### src/rtl/nes_pad_reader.sv
// NES pad reader: latches the pad once per frame, shifts out 8 bits, publishes an active-high button vector.
// Latency: buttons/buttonsPressed/buttonsValid update LATCH_CYCLES + 14*HALF_CYCLES + 1 cycles after vSyncStart.
// Backpressure: none; vSyncStart pulses that arrive while a read is in progress are dropped, not queued.
module nes_pad_reader #(
    parameter int LATCH_CYCLES = 300,
    parameter int HALF_CYCLES  = 150,
    parameter int buttonA      = 0,
    parameter int buttonB      = 1,
    parameter int buttonSelect = 2,
    parameter int buttonStart  = 3,
    parameter int buttonUp     = 4,
    parameter int buttonDown   = 5,
    parameter int buttonLeft   = 6,
    parameter int buttonRight  = 7
) (
    input  logic       pixelClock,
    input  logic       reset,
    input  logic       vSyncStart,
    input  logic       nesData,
    output logic       nesLatch,
    output logic       nesClock,
    output logic [7:0] buttons,
    output logic [7:0] buttonsPressed,
    output logic       buttonsValid
);

    typedef enum logic [2:0] {
        IDLE     = 3'd0,
        LATCH    = 3'd1,
        CLK_LOW  = 3'd2,
        CLK_HIGH = 3'd3,
        DONE     = 3'd4
    } state_t;

    // Phase counters count down to zero, so they are loaded with length-1.
    localparam logic [15:0] LATCH_LOAD = 16'(LATCH_CYCLES - 1);
    localparam logic [15:0] HALF_LOAD  = 16'(HALF_CYCLES - 1);

    // Where each bit of the pad's shift order lands in the published vector.
    localparam int BIT_MAP [8] = '{buttonA, buttonB, buttonSelect, buttonStart,
                                   buttonUp, buttonDown, buttonLeft, buttonRight};

    state_t      state, state_nxt;
    logic [15:0] phase, phase_nxt;
    logic [2:0]  bit_cnt, bit_nxt;
    logic        sample;
    logic        finish;
    logic        sync_meta, sync_data;
    logic [7:0]  shift, shift_nxt;
    logic [7:0]  mapped;
    logic [7:0]  prev;

    // Two-flop synchroniser for the asynchronous pad data line; idles at "released".
    always_ff @(posedge pixelClock) begin
        if (reset) begin
            sync_meta <= 1'b1;
            sync_data <= 1'b1;
        end else begin
            sync_meta <= nesData;
            sync_data <= sync_meta;
        end
    end

    // Next-state logic: walk latch, then seven low/high clock phases, sampling on each phase end.
    always_comb begin
        state_nxt = state;
        phase_nxt = phase;
        bit_nxt   = bit_cnt;
        sample    = 1'b0;
        finish    = 1'b0;
        case (state)
            // DONE is observably the first idle cycle, so a new frame may start there.
            IDLE, DONE: begin
                state_nxt = IDLE;
                if (vSyncStart) begin
                    state_nxt = LATCH;
                    phase_nxt = LATCH_LOAD;
                    bit_nxt   = 3'd0;
                end
            end
            LATCH: begin
                if (phase == 16'd0) begin
                    sample    = 1'b1;
                    state_nxt = CLK_LOW;
                    phase_nxt = HALF_LOAD;
                end else begin
                    phase_nxt = phase - 16'd1;
                end
            end
            CLK_LOW: begin
                if (phase == 16'd0) begin
                    state_nxt = CLK_HIGH;
                    phase_nxt = HALF_LOAD;
                end else begin
                    phase_nxt = phase - 16'd1;
                end
            end
            CLK_HIGH: begin
                if (phase == 16'd0) begin
                    sample    = 1'b1;
                    phase_nxt = HALF_LOAD;
                    if (bit_cnt == 3'd7) begin
                        state_nxt = DONE;
                        finish    = 1'b1;
                    end else begin
                        state_nxt = CLK_LOW;
                    end
                end else begin
                    phase_nxt = phase - 16'd1;
                end
            end
            default: state_nxt = IDLE;
        endcase
        if (sample) begin
            bit_nxt = bit_cnt + 3'd1;
        end
    end

    // Capture the current bit (inverted to active-high) and reorder into button positions.
    always_comb begin
        shift_nxt = shift;
        if (sample) begin
            shift_nxt[bit_cnt] = ~sync_data;
        end
        mapped = 8'h00;
        for (int i = 0; i < 8; i++) begin
            mapped[BIT_MAP[i][2:0]] = shift_nxt[i];
        end
    end

    // State, counters and pad pins; pins are registered from the next state so they never glitch.
    always_ff @(posedge pixelClock) begin
        if (reset) begin
            state    <= IDLE;
            phase    <= 16'd0;
            bit_cnt  <= 3'd0;
            shift    <= 8'h00;
            nesLatch <= 1'b0;
            nesClock <= 1'b1;
        end else begin
            state    <= state_nxt;
            phase    <= phase_nxt;
            bit_cnt  <= bit_nxt;
            shift    <= shift_nxt;
            nesLatch <= (state_nxt == LATCH);
            nesClock <= (state_nxt != CLK_LOW);
        end
    end

    // Publish the complete read atomically together with the newly-pressed edge mask.
    always_ff @(posedge pixelClock) begin
        if (reset) begin
            buttons        <= 8'h00;
            buttonsPressed <= 8'h00;
            buttonsValid   <= 1'b0;
            prev           <= 8'h00;
        end else if (finish) begin
            buttons        <= mapped;
            buttonsPressed <= mapped & ~prev;
            buttonsValid   <= 1'b1;
            prev           <= mapped;
        end else begin
            buttonsPressed <= 8'h00;
            buttonsValid   <= 1'b0;
        end
    end

endmodule

### config.mk
export PLATFORM = sky130hd
export DESIGN_NAME = nes_pad_reader
export DESIGN_NICKNAME = d
export VERILOG_FILES = /design/src/rtl/nes_pad_reader.sv
export SDC_FILE = /design/constraint.sdc
export NUM_CORES = 1
export LEC_CHECK = 0
export CAP_MARGIN = 20
export CORE_MARGIN = 10
export CORE_UTILIZATION = 40
export DETAILED_ROUTE_END_ITERATION = 10
export PLACE_DENSITY = 0.57
export SLEW_MARGIN = 10
export SYNTH_ARGS = -nofsm -noshare
export SYNTH_HDL_FRONTEND = slang
export SYNTH_SLANG_ARGS = --single-unit
### constraint.sdc
create_clock -name pixelClock -period 3 [get_ports pixelClock]
set_clock_uncertainty 0.1 [all_clocks]
set_input_delay 0.6 -clock pixelClock [delete_from_list [all_inputs] [get_ports pixelClock]]
set_output_delay 0.6 -clock pixelClock [all_outputs]
set_load 0.02 [all_outputs]
Word level (Yosys, flattened, before mapping)
Index checks and enable logic that the tools add are counted.
- memories kept: 0
- register bits after elaboration: 51
- bits in latches: 0
- input port bits: 4
- logic and storage cells: 61
- bits in writable memories: 0
- output and inout port bits: 19
- memory bits (read-only): 0
- shift operators: 0
- bitwise gates (word level): 4
- div/mod/pow operators: 0
- order comparisons: 2
- mux-type cells: 22
- reductions and logical operators: 12
- multiply operators: 0
- eq/ne operators: 8
- add/subtract/negate cells: 2
- operators by type and width (cell ; number):
    $mux W16 ; 2
    $pmux W16 S2 ; 1
    $mux W3 ; 7
    $logic_not A16 Y1 ; 1
    $sub A16 B1 Y16 const B ; 1
    $pmux W3 S4 ; 1
    $and A8 B8 Y8 ; 1
    $bwmux W8 ; 1
    $mux W1 ; 8
    $mux W8 ; 1
    $not A8 Y8 ; 1
    $eq A3 B1 Y1 const B ; 2
    $eq A3 B2 Y1 const B ; 2
    $eq A3 B3 Y1 const B ; 2
    $reduce_bool A2 Y1 ; 3
    $reduce_or A2 Y1 ; 3
    $lt A3 B4 Y1 const B ; 1
    $reduce_and A2 Y1 ; 2
    $add A3 B1 Y3 const B ; 1
    $demux W1 S3 ; 1
    $ge A3 B1 Y1 const B ; 1
    $logic_not A3 Y1 ; 1
    $ne A3 B2 Y1 const B ; 1
    $reduce_or A3 Y1 ; 1
    other kinds (3) ; 4

Longest topological paths before layout
- depth after elaboration: 7
- depth in mapped cells: 8

Least setup slack after synthesis
OpenSTA, ideal clock, no wires.
- kind: register to register
- start: register phase[0]
- end: register buttonsPressed[6]
- stages on the path, launching flop included: 9
- setup slack: 0.890 ns
- data arrival time: 1.945 ns
- path buffers: 1
- path through: dfxtp_1 inv_1 ha_1 nor4b_2 nand4_2 or3_1 buf_6 a311o_1 nor2_1
- cells in the longest elaborated chain, start to end: 5
- ends and longest elaborated chain (what ; line ; RTL):
    from (decl) ; 44 ; logic [15:0] phase, phase_nxt;
    from (signal assigned) ; 142 ; phase <= phase_nxt;
    $logic_not A16 Y1 * ; 82, 99 ;
    $mux W1, on equally long branches ; 82, 99 ;
    $mux W1, on equally long branches ; - ;
    $mux W8 / $not A1 Y1 (equally long branches) ; - ;
    $and A8 B8 Y8 / $reduce_or A2 Y1 (equally long branches) ; - ;
    to (signal assigned) ; 159 ; buttonsPressed <= mapped & ~prev;
    to (decl) ; 23 ; output logic [7:0] buttonsPressed,
Mark *: on every way between the ends. The rest lies on a longest branch, timed or not.
A chain may end at the register's enable or synchronous reset.

Worst setup path after layout
Ends and elaborated chain as after synthesis.

==> out/metrics.yaml <==
grt_start_max_net_pins: 22
drive_gt1_frac: 0.105
cts_resized: 0
clk_pin_slew_worst_paths_ns: 0.09
routedWlPerCell_um: 14.8
synth_edf_count: 0
synthTopCellsByArea: "dfxtp_1 46%, nor2_1 4.6%, nor3_1 3.2%"
status: "finished, final reports clean"
clock_sinks: 51
cts_tree: "done"
ant_nets: 0
antenna_cells: 0
yosysWarningCount: 0
syn_avg_cell_area_um2: 9.07
die_w_um: 94.2
overflow: 0
die_h_um: 94.2
vias: 1825
row_count: 26
place_congestion: 0.758
cp-start-kind: "register"
syn-num-nets: 251
syn_inst: 243
cts_setup_buffers: 0
postRouteWirelength_um: 4980
antenna_found_initial: 0
synth_area_mm2: 0.00220
vias_per_cell: 5.42
drt_iter0_markers: 130
grt_pass1_wl_um: 8370
dieArea_mm2: 0.00888
hold_buffers: 0
pin_count: 23
port_buffers: 22
layout.nets: 274
ys_ff_latch: 51
place_hpwl_um: 3540
critPathMaxFanout: 10
grt_pass1_vias: 1646
clk_latency_ns: 0.30
worstPathRequired_ns: 3.14
synth.top_cell.area_share: 0.463
reg2reg_from: "phase[0]"
clockBufferDepth: 2
core_mm2: 0.00524
clock.fmax_ghz: 0.402
ys.flop_type: "dfxtp_1"
criticalPathCategory: "reg -> reg"
tns_ns: 0
cts_root_buf: "clkbuf_8"
fin_util: 0.498
final_cell_area_mm2: 0.00261
hold_viol_final: 0
startpoint: "phase[0]"
total_leakage_power_nw: 0.910
initial_core_util: 0.421
drc: 0
endpoint_kind: "register"
peakVddDrop_mv: 0.416
area.growth.synth_to_final_pct: 18.4
seq_area_frac_synth: 0.463
post-route-period-util: 0.828
slew_headroom: 0.587
synth_area_leader_cell: "dfxtp_1"
min_from: "sync_meta"
critPathArrivalTime_ns: 2.62
cts_buffers: 5
async_flop_share: 0
worst_pin_slew_ns: 0.616
slew_viol_final: 0
grt_usage: 0.116
setup_violations: 0
min_period_ns: 2.48
h-tree-depth: 2
hold_path_class: "reg -> reg"
maxCapViolations: 0
placed_cell_area_mm2: 0.00249
first_pass_iters: 4
powerDensity_mw_per_mm2: 738
yosysUniqueCellTypes: 50
grt_setup_unrepaired: "false"
-- Yosys cell counts, drive strengths merged, types with 2 or more instances --
library cell	instances
dfxtp	51
nor2	27
nand2	16
nor3	16
a21oi	12
o21ai	11
a31oi	10
a211oi	8
nand4	8
clkbuf	7
or3	7
inv	6
a22oi	5
nor4	5
or2	5
a21o	4
ha	4
nor2b	4
or4	4
buf	3
nand2b	3
nand3	3
a311oi	2
and2	2
and4	2
nor4b	2
o211ai	2
o41a	2
-- area by class of cell --
| type | instances | area, um^2 |
|---|---|---|
| Timing Repair Buffer | 26 | 250 |
| Fill cell | 522 | 2630 |
| Clock buffer | 6 | 82.6 |
| Tap cell | 70 | 87.6 |
| Inverter | 6 | 22.5 |
| Sequential cell | 51 | 1020 |
| Multi-Input combinational cell | 176 | 1110 |
| Clock inverter | 2 | 35.0 |
-- state kept, by name (all words and copies together), names as in the netlist --
signal / cells
phase: 16
nesLatch: 1
bit_cnt: 3
nesClock: 1
sync_meta: 1
buttonsValid: 1
state: 3
shift: 8
prev: 8
buttonsPressed: 8
sync_data: 1
-- placed cells by master (no fill, tap or decap), types with 4 or more instances in the layout --
cell	count
a211oi_1	8
a21o_1	4
a21oi_1	12
a22oi_1	5
a31oi_1	10
buf_4	4
clkbuf_8	6
clkdlybuf4s50_1	22
dfxtp_1	51
ha_1	4
inv_1	5
nand2_1	16
nand4_1	7
nor2_1	27
nor2b_1	4
nor3_1	14
o21ai_0	6
o21ai_1	5
or2_2	5
or3_1	6
or4_1	4
-- stage by stage --
stage	power (mW)	hold slack, ns	setup slack, ns	std cells
global placement	1.44	0.294	0.587	329
finish	1.92	0.318	0.515	337
floorplan	1.29	0.289	0.890	243
CTS	1.93	0.322	0.500	337
global route	2.05	0.329	0.325	337
detailed placement	1.44	0.297	0.533	329
-- power by group --
part	switching, mW	internal [mW]	leakage (nW)	total, mW
Sequential	0.0876	0.746	0.414	0.833
Clock	0.216	0.270	0.0612	0.486
Combinational	0.374	0.232	0.435	0.605
-- routing by layer --
layer / global-route usage / vias up / routed length [um]
met5: 0 / - / 0
met4: 0.0380 / 0 / 42
met2: 0.157 / 37 / 2020
met3: 0.0376 / 4 / 312
met1: 0.167 / 841 / 2600
li1: - / 943 / -
-- worst max-delay path, cell delays in order, from the launching register on --
cell     delay [ns]
dfxtp_1        0.35
inv_1          0.09
ha_1           0.16
nor4b_2        0.41
nand4_2        0.28
or3_1          0.61
a311o_1        0.35
nor2_1         0.08
-- final timing paths --
path | end | slack (ns) | depth (start not counted)
setup / recovery | buttonsPressed[6] | 0.52 | 7
hold reg to reg | sync_data | 0.32 | 1
setup reg to reg | buttonsPressed[6] | 0.52 | 7
hold / removal | sync_data | 0.32 | 1
-- cells by family after synthesis --
family / Yosys count / synth area share
and+or+nand+nor: 106 / 0.277
AOI/OAI and AO/OA: 62 / 0.186
DFF: 51 / 0.463
buffers and inverters: 16 / 0.0329
adders and majority gates: 4 / 0.0227
xor gates and xnor gates: 2 / 0.00795
muxes: 2 / 0.00965
No activity file was read; power rests on OpenSTA's default activity.
